$ cat src/rtl/led_pattern.sv
// led_pattern: an LED pattern generator with four modes (fill, bounce, blink,
// count). A debounced push button steps through the modes. A free-running
// tick counter paces the pattern, and the pause input freezes it.
module led_pattern #(
  parameter int NUM_LEDS        = 6,
  parameter int WAIT_TIME       = 13_500_000,
  parameter int DEBOUNCE_CYCLES = 270_000
) (
  input  logic                clk,
  input  logic                rst_n,
  input  logic                btn_n,
  input  logic                pause,
  output logic [NUM_LEDS-1:0] led,
  output logic [1:0]          mode,
  output logic                tick
);

  localparam int TW = $clog2(WAIT_TIME);
  localparam int DW = (DEBOUNCE_CYCLES > 1) ? $clog2(DEBOUNCE_CYCLES) : 1;

  localparam logic [TW-1:0]       TICK_LAST = TW'(WAIT_TIME - 1);
  localparam logic [DW-1:0]       DB_LAST   = DW'(DEBOUNCE_CYCLES - 1);
  localparam logic [NUM_LEDS-1:0] LED_ALL   = {NUM_LEDS{1'b1}};
  localparam logic [NUM_LEDS-1:0] LED_ONE   = NUM_LEDS'(1);

  typedef enum logic [1:0] {
    MODE_FILL   = 2'd0,
    MODE_BOUNCE = 2'd1,
    MODE_BLINK  = 2'd2,
    MODE_COUNT  = 2'd3
  } mode_e;

  logic                sync1_q, sync1_d;
  logic                sync2_q, sync2_d;
  logic [DW-1:0]       db_cnt_q, db_cnt_d;
  logic                db_level_q, db_level_d;
  logic                press_q, press_d;
  logic [TW-1:0]       tick_cnt_q, tick_cnt_d;
  mode_e               mode_q, mode_d;
  logic [NUM_LEDS-1:0] led_q, led_d;
  logic                dir_up_q, dir_up_d;
  logic                tick_w;

  // A step is due when the counter sits at its last value and the pattern is not paused.
  assign tick_w = ~pause & (tick_cnt_q == TICK_LAST);

  // Button path: two-flop synchroniser, then a level debouncer. A press pulse is
  // raised only when the debounced level is accepted as going from 1 to 0.
  always_comb begin
    sync1_d    = btn_n;
    sync2_d    = sync1_q;
    db_cnt_d   = db_cnt_q;
    db_level_d = db_level_q;
    if (sync2_q == db_level_q) begin
      db_cnt_d = '0;
    end else if (db_cnt_q == DB_LAST) begin
      db_level_d = sync2_q;
      db_cnt_d   = '0;
    end else begin
      db_cnt_d = db_cnt_q + DW'(1);
    end
    press_d = db_level_q & ~db_level_d;
  end

  // Mode FSM and pattern datapath. A press beats a simultaneous tick: the new mode's
  // initial pattern is loaded and the tick counter restarts from zero.
  always_comb begin
    mode_d     = mode_q;
    led_d      = led_q;
    dir_up_d   = dir_up_q;
    tick_cnt_d = tick_cnt_q;
    if (press_q) begin
      mode_d     = mode_e'(mode_q + 2'd1);
      tick_cnt_d = '0;
      dir_up_d   = 1'b1;
      case (mode_d)
        MODE_FILL:   led_d = LED_ALL;
        MODE_BOUNCE: led_d = LED_ONE;
        MODE_BLINK:  led_d = LED_ALL;
        MODE_COUNT:  led_d = '0;
        default:     led_d = LED_ALL;
      endcase
    end else if (!pause) begin
      tick_cnt_d = tick_w ? '0 : tick_cnt_q + TW'(1);
      if (tick_w) begin
        case (mode_q)
          MODE_FILL: begin
            led_d = (led_q == '0) ? LED_ALL : (led_q << 1);
          end
          MODE_BOUNCE: begin
            // The direction flips when the hot bit arrives at an end, so each end is shown once.
            if (dir_up_q) begin
              led_d = led_q << 1;
              if (led_q[NUM_LEDS-2]) dir_up_d = 1'b0;
            end else begin
              led_d = led_q >> 1;
              if (led_q[1]) dir_up_d = 1'b1;
            end
          end
          MODE_BLINK: begin
            led_d = ~led_q;
          end
          MODE_COUNT: begin
            led_d = led_q + LED_ONE;
          end
          default: begin
            led_d = led_q;
          end
        endcase
      end
    end
  end

  // All state registers. Reset puts everything in the idle fill state with the button released.
  always_ff @(posedge clk or negedge rst_n) begin
    if (!rst_n) begin
      sync1_q    <= 1'b1;
      sync2_q    <= 1'b1;
      db_cnt_q   <= '0;
      db_level_q <= 1'b1;
      press_q    <= 1'b0;
      tick_cnt_q <= '0;
      mode_q     <= MODE_FILL;
      led_q      <= LED_ALL;
      dir_up_q   <= 1'b1;
    end else begin
      sync1_q    <= sync1_d;
      sync2_q    <= sync2_d;
      db_cnt_q   <= db_cnt_d;
      db_level_q <= db_level_d;
      press_q    <= press_d;
      tick_cnt_q <= tick_cnt_d;
      mode_q     <= mode_d;
      led_q      <= led_d;
      dir_up_q   <= dir_up_d;
    end
  end

  assign led  = led_q;
  assign mode = mode_q;
  assign tick = tick_w;

endmodule

$ cat config.mk
export PLATFORM = sky130hd
export DESIGN_NAME = led_pattern
export DESIGN_NICKNAME = d
export VERILOG_FILES = /design/src/rtl/led_pattern.sv
export SDC_FILE = /design/constraint.sdc
export NUM_CORES = 1
export LEC_CHECK = 0
export BUFFER_PORTS_ARGS = -buffer_cell sky130_fd_sc_hd__buf_2
export CORE_AREA = 2 2 89 91
export CTS_BUF_LIST = sky130_fd_sc_hd__clkbuf_8 sky130_fd_sc_hd__clkbuf_16
export DETAILED_ROUTE_END_ITERATION = 10
export DIE_AREA = 0 0 91 93
export PLACE_DENSITY_LB_ADDON = 0.15
export SLEW_MARGIN = 40
export SYNTH_ARGS = -nofsm -noshare
export SYNTH_HDL_FRONTEND = slang
export SYNTH_SLANG_ARGS = --single-unit
$ cat constraint.sdc
create_clock -name clk -period 4.58 [get_ports clk]
set_input_delay 0.916 -clock clk [delete_from_list [all_inputs] [get_ports clk]]
set_output_delay 0.916 -clock clk [all_outputs]
set_load 0.02 [all_outputs]
=== After elaboration in Yosys (flattened, before gate mapping) ===
Index checks and enable logic that the tools add are counted.

* Bits in registers: 56
* Input port bits: 4

* Reduce and logical (&&, ||, !) cells: 8
* Equal/unequal tests: 10
* Mux-type cells: 21
* Bitwise operators: 5
* Add/subtract/negate cells: 4

{| class="wikitable"
|+ Operators by type and width
! kind !! count
|-
| $mux W24 || 3
|-
| $mux W19 || 2
|-
| $mux W6 || 5
|-
| $add A24 B1 Y24 const B || 1
|-
| $eq A24 B24 Y1 const B || 1
|-
| $pmux W6 S4 || 1
|-
| $add A19 B1 Y19 const B || 1
|-
| $eq A19 B19 Y1 const B || 1
|-
| $pmux W6 S3 || 1
|-
| $mux W1 || 9
|-
| $eq A2 B2 Y1 const B || 4
|-
| $add A6 B1 Y6 const B || 1
|-
| $logic_not A6 Y1 || 1
|-
| $not A6 Y6 || 1
|-
| $eq A2 B1 Y1 const B || 2
|-
| $logic_not A2 Y1 || 2
|-
| $reduce_bool A2 Y1 || 2
|-
| $reduce_and A3 Y1 || 1
|-
| $add A2 B1 Y2 const B || 1
|-
| $and A1 B1 Y1 || 2
|-
| $ne A2 B1 Y1 const B || 1
|-
| $not A1 Y1 || 2
|-
| $reduce_and A2 Y1 || 1
|-
| $reduce_or A2 Y1 || 1
|-
| $eq A1 B1 Y1 || 1
|}

=== Depth between registers and ports, before layout ===
* Depth in word-level cells: 6
* Mapped depth: 7
* Mapped depth without buffers: 7

=== Worst setup path after synthesis ===
OpenSTA, ideal clock, no wires.

* Path kind: input port to output port
* Start: in pause
* End: out tick
* Data required time: 3664 ps
* Stages: 3
* Path slack: 1922 ps
* Arrival: 1742 ps
* Path through: and4bb_1 -> nand4_4 -> nor3_4

* Cells in the longest elaborated chain, start to end: 2

{| class="wikitable"
|+ RTL lines
! what !! line !! source
|-
| start, declared || 12 || <nowiki>input logic pause,</nowiki>
|-
| $not A1 Y1 || 45 || <nowiki>assign tick_w = ~pause & (tick_cnt_q == TICK_LAST);</nowiki>
|-
| $and A1 B1 Y1 || 45 ||
|-
| end, declared || 15 || <nowiki>output logic tick</nowiki>
|}

Every way passes these cells.

=== Worst setup path in the final report ===
Ends and elaborated chain as after synthesis.

==> run summary <==
skew final: 9.33 ps
layout filler cell count: 765
post-CTS sizing: 0
Worst Path Required: 3660 ps
worst setup path class: in2out
Overflow after GRT: 0
die height: 93 um
Root Driver: clkbuf_8
Die X: 91 um
Initial Util: 43.5%
Synth top area share: 35.1%
CP Data Arrival Time: 2170 ps
Area growth, synth to finish: 7.22%
CTS Sinks: 56
shortest period the worst path allows: 3080 ps
PwrDens: 268 nW/um^2
max cap viols: 0
Synth Flop Type: dfrtp_1
synthesized instance count: 338
multi-input logic area: 1780 sq um
final setup fails: 0
min-delay worst type: reg2reg
sequential power share: 61.9%
H-tree Lvls: 2
CTS max path bufs: 2
Routed Antenna Nets: 0
Worst path max stage delay: 360 ps
routability cong.: 0.822
Worst Max-Slew Pin Slew: 792 ps
post-route setup TNS: 0 ps
CORE AREA: 7530 sq um
Clock power frac: 29.0%
vias: 2428
wire per inst: 14.5 um
Via density: 5.40
Cell Area, Synth: 3280 sq um
syn nets: 350
crit path buf inv count: 2
Gate power share: 9.0%
Detailed Routing Iterations Pass 1: 4
total CTS buffers: 5
# IOs: 13
Hold Vio Cnt, Final: 0
most common cell in the netlist: nor2_1
FFs w/ async S/R, synth: 100%
Max-Slew Margin vs Limit: 47.2%
CP max stage cell: nor3_4
CP endpoint kind: output port
status: finished clean
DRT iter0 DRCs: 104
layout cells sized above 1: 13.8%
Tcrit/Tclk final: 67.3%
routed wire length: 6.51 mm
Finished Cell Area: 3510 sq um
global-route wire length before repair: 11.4 mm
Area contributors post-synth: dfrtp_1 35%, dfstp_2 8.0%, nor2_1 6.0%, xor2_1 5.9%, xnor2_1 3.5%
sw power: 0.000266 W
Lkg Pwr: 1.53 nW
Yosys warnings: 0
most used cell, CP: buf_2
fin. max-slew vios: 0
Area after DPL: 3420 sq um
Reg clk slew, reported paths: 100 ps
post-DP HPWL: 4.47 mm
CP max FO: 11
FP Rows: 32
Mapped Avg Cell Area: 9.69 sq um
Max VDD drop: 0.139 mV
nature of the critical path startpoint: input port
Worst-Skew Late Latency: 310 ps
RSZ-0062 raised after global routing: false
Inserted Diodes: 0
fmax: 324 MHz
Post-synth EDFFs: 0
largest area contributor in the netlist: dfrtp_1
initial antenna violation count: 0
CTS tree: yes
Critical Path Start: pause
DR DRC count: 0
pin count of the biggest net entering global routing: 42
GRT Overall Usage: 16.4%
Switching Fraction: 28.3%
critical-path cell list: buf_2 -> and4bb_1 -> nand4_4 -> nor3_4 -> buf_2
Final #Nets: 359
RR Startpoint: tick_cnt_q[8]
#FFs+latches synth: 56
Port-buffer cells: 12
Post-CTS Setup Inserts: 0
Internal: 0.000675 W
register area share after synthesis: 43.2%
Die ar.: 8460 sq um
CP top delay family: simple AND/OR/NAND/NOR gates
number of global-route vias before repair: 2335
sequential cell area: 1410 sq um
synth cell count leaders: 52 x nor2_1, 46 x dfrtp_1, 28 x nand2_1
Yosys cell types: 59
cts hold-fix bufs: 0
hold path start: sync1_q
==> metal layers <==
layer,track usage (%),part of all wire (%)
met1,23.6,52
met2,25.6,44
met3,3.06,2.8
met4,4.04,0.91
met5,0,0
==> worst register-to-register path: stages, from the launching register on <==
cell and delay (ps):
dfrtp_1 470, nor4b_4 350, nand4_4 170, o31ai_4 740
o21ai_1 110, a21oi_1 160
==> layout make-up <==
| cell class | instances | area share [%] |
|---|---|---|
| tap | 102 | 3.63 |
| inverter | 10 | 1.07 |
| sequential | 56 | 40.3 |
| clock buffer | 5 | 1.96 |
| clock inverter | 3 | 0.606 |
| timing repair buffer | 13 | 1.92 |
| multi-input combinational | 261 | 50.6 |
==> cells by family (layout without fill, tap and decap cells) <==
logic type	Yosys count	in the layout	share of synthesized area, %
compound gates	44	44	9.97
xor+xnor	35	35	9.36
fa+ha+maj	8	8	3.06
buf+inv	21	31	2.98
flops	56	56	43.2
mux	5	5	1.64
simple gates	169	169	29.8
==> through the flow <==
step	hold slack [ps]	util [%]	setup WS (ps)	power, W	std cells
after detailed placement	347	45.5	1480	0.000676	442
after floorplan	345	-	1920	0.000642	338
after CTS	363	46.7	1470	0.000958	450
after global routing	374	46.7	1440	0.000997	450
after global placement	346	45.3	1540	0.000673	442
final	361	46.7	1500	0.000941	450
==> power groups by stage <==
stage               combinational, W  sequential (W)  clock, W
global placement           0.0000829        0.000590         0
finish                     0.0000850        0.000583  0.000273
floorplan                  0.0000639        0.000578         0
detailed placement         0.0000852        0.000591         0
global route                0.000100        0.000592  0.000305
CTS                        0.0000870        0.000583  0.000288
==> final timing paths <==
check,end,slack [ps],cells past startpoint
max,tick,1500,5
min,sync2_q,360,0
max reg2reg,led[3],2500,5
min reg2reg,sync2_q,360,0
max in group asynchronous,led[1],3220,2
min in group asynchronous,mode[0],510,1
==> placed cells by master, fill, tap and decap left out, types with 3 or more instances in the layout <==
| cell | count |
|---|---|
| a21oi_1 | 9 |
| and3_1 | 5 |
| or3_1 | 5 |
| o21ai_1 | 3 |
| and4bb_1 | 4 |
| nor2_1 | 52 |
| o21ai_0 | 7 |
| nor2b_1 | 4 |
| clkbuf_8 | 5 |
| mux2_2 | 3 |
| nor3b_1 | 3 |
| ha_1 | 8 |
| nor3_1 | 6 |
| a41oi_1 | 3 |
| dfrtp_1 | 46 |
| nand2_1 | 28 |
| inv_1 | 10 |
| buf_2 | 12 |
| xor2_1 | 22 |
| nand4_4 | 3 |
| nand4_1 | 16 |
| o211ai_1 | 6 |
| nand3_1 | 22 |
| dfstp_2 | 10 |
| xnor2_1 | 13 |
==> flip-flops by register name, summed over array words and instances (netlist names) <==
signal	count
mode	2
db_cnt_q	19
sync1_q	1
tick_cnt_q	24
db_level_q	1
led	6
sync2_q	1
press_q	1
dir_up_q	1
(Power assumes the default switching activity.)
